File: config.mk
export PLATFORM = sky130hd
export DESIGN_NAME = uart_rx_sample_deser
export DESIGN_NICKNAME = d
export VERILOG_FILES = /design/src/rtl/uart_rx_sample_deser.sv
export SDC_FILE = /design/constraint.sdc
export NUM_CORES = 1
export LEC_CHECK = 0
export ABC_AREA = 1
export CAP_MARGIN = 20
export CORE_MARGIN = 2
export CORE_UTILIZATION = 45
export DETAILED_ROUTE_END_ITERATION = 12
export GPL_ROUTABILITY_DRIVEN = 0
export PLACE_DENSITY = 0.7
export REMOVE_ABC_BUFFERS = 1
export SETUP_SLACK_MARGIN = 0.2
export SLEW_MARGIN = 30
export SYNTH_ARGS = -nofsm -noshare
export SYNTH_HDL_FRONTEND = slang
export SYNTH_SLANG_ARGS = --single-unit
File: constraint.sdc
create_clock -name CLK -period 2.2 [get_ports CLK]
set_clock_uncertainty 0.15 [all_clocks]
set_input_delay 0.44 -clock CLK [delete_from_list [all_inputs] [get_ports CLK]]
set_output_delay 0.44 -clock CLK [all_outputs]
set_load 0.01 [all_outputs]
File: src/rtl/uart_rx_sample_deser.sv
// UART receive sampler/deserializer: per-bit 3-tap majority vote at the bit centre,
// LSB-first shift into R_Data, and start/stop/parity pulse generation.
module uart_rx_sample_deser #(
  parameter int Data_Width = 8
) (
  input  logic                  CLK,
  input  logic                  RST,
  input  logic                  En,
  input  logic                  PAR_EN,
  input  logic [5:0]            Prescale,
  input  logic                  RX_IN,
  output logic                  Sampled_Bit,
  output logic                  Sample_Valid,
  output logic [3:0]            Bit_Cnt,
  output logic [Data_Width-1:0] R_Data,
  output logic                  Deser_Done,
  output logic                  Parity_In,
  output logic                  Start_Glitch,
  output logic                  Stop_Err,
  output logic                  Frame_Done
);

  localparam logic [3:0] LP_DW = 4'(Data_Width);

  function automatic logic [5:0] legal_prescale(input logic [5:0] p);
    case (p)
      6'd8, 6'd16, 6'd32: return p;
      default:            return 6'd16;
    endcase
  endfunction

  function automatic logic majority3(input logic a, input logic b, input logic c);
    return (a & b) | (a & c) | (b & c);
  endfunction

  logic       r_en_d;
  logic       r_active;
  logic [5:0] r_p;
  logic [5:0] r_edge_cnt;
  logic       r_s0;
  logic       r_s1;
  logic       r_stop_seen;

  logic       w_rise;
  logic       w_run;
  logic [5:0] w_p;
  logic [5:0] w_half;
  logic [3:0] w_stop_idx;
  logic       w_vote;
  logic       w_fire;

  // The rising cycle must already use the new prescale, before r_p has captured it.
  assign w_rise     = En & ~r_en_d;
  assign w_run      = En & (r_active | w_rise);
  assign w_p        = w_rise ? legal_prescale(Prescale) : r_p;
  assign w_half     = {1'b0, w_p[5:1]};
  assign w_stop_idx = LP_DW + 4'd1 + {3'b000, PAR_EN};
  assign w_vote     = majority3(r_s0, r_s1, RX_IN);
  assign w_fire     = w_run & (r_edge_cnt == w_half + 6'd1) & ~r_stop_seen;

  always_ff @(posedge CLK) begin
    // Tracks En even in reset so a level held through reset is not seen as a new frame.
    r_en_d <= En;
    if (RST) begin
      r_active     <= 1'b0;
      r_p          <= 6'd16;
      r_edge_cnt   <= 6'd0;
      r_s0         <= 1'b0;
      r_s1         <= 1'b0;
      r_stop_seen  <= 1'b0;
      Sampled_Bit  <= 1'b0;
      Sample_Valid <= 1'b0;
      Bit_Cnt      <= 4'd0;
      R_Data       <= '0;
      Deser_Done   <= 1'b0;
      Parity_In    <= 1'b0;
      Start_Glitch <= 1'b0;
      Stop_Err     <= 1'b0;
      Frame_Done   <= 1'b0;
    end else begin
      Sample_Valid <= 1'b0;
      Deser_Done   <= 1'b0;
      Start_Glitch <= 1'b0;
      Stop_Err     <= 1'b0;
      Frame_Done   <= 1'b0;
      r_active     <= w_run;
      if (w_rise) r_p <= legal_prescale(Prescale);
      if (!w_run) begin
        r_edge_cnt  <= 6'd0;
        Bit_Cnt     <= 4'd0;
        r_stop_seen <= 1'b0;
      end else begin
        if (r_edge_cnt == w_p - 6'd1) begin
          r_edge_cnt <= 6'd0;
          if (Bit_Cnt != w_stop_idx) Bit_Cnt <= Bit_Cnt + 4'd1;
        end else begin
          r_edge_cnt <= r_edge_cnt + 6'd1;
        end
        if (r_edge_cnt == w_half - 6'd1) r_s0 <= RX_IN;
        if (r_edge_cnt == w_half)        r_s1 <= RX_IN;
        if (w_fire) begin
          Sample_Valid <= 1'b1;
          Sampled_Bit  <= w_vote;
          if (Bit_Cnt == 4'd0) begin
            Start_Glitch <= w_vote;
          end else if (Bit_Cnt <= LP_DW) begin
            R_Data     <= {w_vote, R_Data[Data_Width-1:1]};
            Deser_Done <= (Bit_Cnt == LP_DW);
          end else if (Bit_Cnt == w_stop_idx) begin
            Frame_Done  <= 1'b1;
            Stop_Err    <= ~w_vote;
            r_stop_seen <= 1'b1;
          end else begin
            Parity_In <= w_vote;
          end
        end
      end
    end
  end

endmodule
==> key figures <==
Setup path
  • Worst Path Max Fanout: 7
  • Crit path kind: in -> reg
  • CP startpoint kind: primary input
  • Critical Path Start: En
  • CP Capture Type: register
  • Worst r2r src: r_en_d
  • CP Data Required Time: 2.23 ns
  • Crit path DAT: 2.19 ns

Place
  • Inst Count DP: 438
  • HPWL after detailed placement: just under 4000 um
  • IO buf count: 29

Global routing
  • Vias in the first global route: 2126
  • Total GRT Usage: 22.01%
  • Initial antenna violation count: 0
  • Largest net degree at the start of global routing: 12
  • Global-route wire length before repair: 9170 um
  • Grt total ovfl: 0

Synthesis
  • Synth top cells by count: 90 x nand2_1, 55 x nor2_1, 47 x inv_1
  • Most frequent cell after synthesis: nand2_1
  • Cell accounting for the most synthesized area: dfxtp_1
  • Main synth FF type: dfxtp_1
  • Xor and xnor area share after synthesis: 3.676%
  • Cell variety after synth: 30
  • Synth Warn #: 0
  • Top-area cell type share of the netlist area: 33.61%
  • Syn Std Cell Area: between 0.002 and 0.0025 mm2
  • Post-Synthesis Cells: 332
  • Mux cell area share after synthesis: 0%
  • EDFF count, synth: 0
  • Post-synthesis simple-gate area fraction: 44.34%
  • Synth Area in Compound Gates: 5.251%
  • Yosys reg bits: 36
  • Share of synthesized registers carrying an async set or reset: 0%
  • Largest family of logic cells by synthesized area: simple AND/OR/NAND/NOR gates
  • Synth Area in Adders: 2.917%
  • Sequential fraction of the synthesis area: 33.61%
  • Ranking of synthesized cells by area: dfxtp_1 34%, nand2_1 16%, nor2_1 9.6%
  • Mean Syn Cell Area: approximately 6.5 um2

Power and ir drop
  • Overall power: 1.331 mW
  • Sequential power share: 49.6%
  • Comb pwr share: between 10% and 20%
  • Net Switching: 0.3416 mW
  • Clock power frac: a little under two fifths
  • Power Internal: ~1 mW
  • VDD IR max: 0.3319 mV
  • Power per Cell Area: 421.7 mW/mm2
  • Switching fraction of total power: ~26%
  • Leakage power: 1.482 nW

Outcome
  • Run status: completed

Die
  • Die Area: approximately 0.0053 mm2
  • Site Rows: 25
  • Starting Density: 46.01%
  • Die X: 73.04 um
  • I/O pin total: 30
  • Total core area: approximately 0.0047 mm2
  • Die height: 73.04 um

Clock network
  • CTS Root Cell: clkbuf_8
  • CTS sink count: 36
  • CTS H-tree lvls: 2
  • CTS buffer count: 5
  • Clock transition at path regs: 0.07 ns
  • CTS tree: built
  • Clock buffer depth: 2
  • Clk_lat worst skew: 0.29 ns
  • CTS Hold Bufs: 0

Drt
  • DRT Pass-1 Iters: 4
  • Vias/cell: 4.980
  • Antenna-violating nets left: 0
  • DR iter-0 viols: 158
  • Via count: 2281
  • # DRC: 0
  • WL/cell: 12.51 um
  • Final Routed Wirelength: 5729 um

Timing
  • Setup TNS: 0 ns
  • Final hold viol count: 0
  • Final setup viols: 0
  • Tcrit/Tclk final: 98.31%
  • Achievable Freq: about 0.46 GHz
  • RSZ-0062 raised after global routing: true
  • Worst Tran Pin Value: 0.4260 ns
  • Rel. slew slack: 71.49%
  • Min Tclk post-route: 2.163 ns
  • Count of final max-slew check failures: 0

Worst hold path
  • HP Class: in -> reg
  • HP Start: En

Finish
  • N_diodes: 0
  • Share of post-route cells with drive strength above 1: 30.20%
  • Core Util, Final: roughly two thirds
  • Area Growth Syn to Fin: 47.14%
  • # nets final: ~420
  • Fin cells: approximately 460
  • Area of the multi-input gates: 0.001511 mm2
  • Register Area: 721.9 um2
  • Fillers: around 390

Flow run
  • Max-cap viol count: 0
placed cells by master (no fill, tap or decap), types with 2 or more instances in the layout:
cell type and n:
nand2_1 76, nor2_1 44, inv_1 43, buf_4 36, dfxtp_1 35, nand3_1 22, clkdlybuf4s50_1 22, nand2_2 16
nand2_4 9, nor2_2 8, nand3_2 7, xor2_1 7, nor2_4 6, a21oi_1 6, clkbuf_8 6, inv_2 5
nand4_1 4, o21ai_0 3, or2_4 3, nor3_2 3, o21ai_1 3, ha_1 3, dlygate4sd2_1 3, inv_4 2
nor3_1 2, nor4_1 2, a21oi_4 2, nand3b_1 2, nand4_4 2, nor3b_2 2
per-stage QoR:
stage	hold WS, ns	cell area [um2]	worst slack, ns
after global routing	0.2608	3156	-0.1688
after global placement	0.3056	2674	-0.5852
after floorplan	0.2784	2113	0.04244
after detailed placement	0.3074	2674	-0.6765
final	0.2602	3156	0.03724
after CTS	0.2559	2967	0.1256
critical path, cell delays in order:
cell	delay, ns
clkdlybuf4s15_2	0.21
nand2_4	0.13
nand2_4	0.09
buf_4	0.15
buf_4	0.14
xor2_4	0.13
nand2_2	0.08
inv_2	0.07
nand2_2	0.07
nor2_4	0.26
nand3_4	0.16
nor4_1	0.26
layout make-up:
type	instances	share of cell area [%]
multi-input combinational	244	47.90
clock inverter	1	0.2379
timing repair buffer	66	18.00
tap	54	2.141
clock buffer	7	2.736
inverter	50	6.106
sequential	36	22.88
sequential cells by signal (all words and copies together), names as in the netlist:
name and flops:
r_p 6, Bit_Cnt 4, R_Data 8, Deser_Done 1, Frame_Done 1, Sampled_Bit 1, r_edge_cnt 6, Parity_In 1
r_s1 1, Sample_Valid 1, r_active 1, r_stop_seen 1, r_s0 1, Stop_Err 1, Start_Glitch 1, r_en_d 1
per-layer routing:
layer  vias to the layer above  wire length (um)  GRT usage, %
met5                         -                 0             0
met4                         0                93         9.053
met3                         6               212         4.420
met2                        38              2853         36.04
met1                      1061              2570         28.12
li1                       1176                 -             -
path summary, 6_finish.rpt:
| check | end | slack, ns | depth (start not counted) |
|---|---|---|---|
| worst min register to register | r_s1 | 0.32 | 2 |
| worst min-delay path | r_en_d | 0.26 | 1 |
| worst max-delay path | Start_Glitch | 0.04 | 12 |
| worst max register to register | Start_Glitch | 0.05 | 12 |
repair_timing:
action / 4_1_cts / 5_1_grt
cloned: 2 / 0
resized for setup: 51 / 37
pin swaps: 23 / 27
endpoints found under the setup margin: 28 / 28
setup buffers: 4 / 6
power by group through the flow:
stage / Clock, mW / Sequential, mW / Combinational, mW
after global placement: 0 / 0.674 / 0.134
after global routing: 0.535 / 0.660 / 0.198
after floorplan: 0 / 0.674 / 0.0759
after detailed placement: 0 / 0.674 / 0.135
after CTS: 0.507 / 0.659 / 0.160
final: 0.490 / 0.660 / 0.181
cells by family (layout without fill, tap and decap cells):
logic type | Yosys count | after routing
simple gates | 209 | 211
xor+xnor | 9 | 9
compound gates | 19 | 19
fa+ha+maj | 5 | 5
buf+inv | 54 | 124
flops | 36 | 36
No activity file was read; power rests on OpenSTA's default activity.
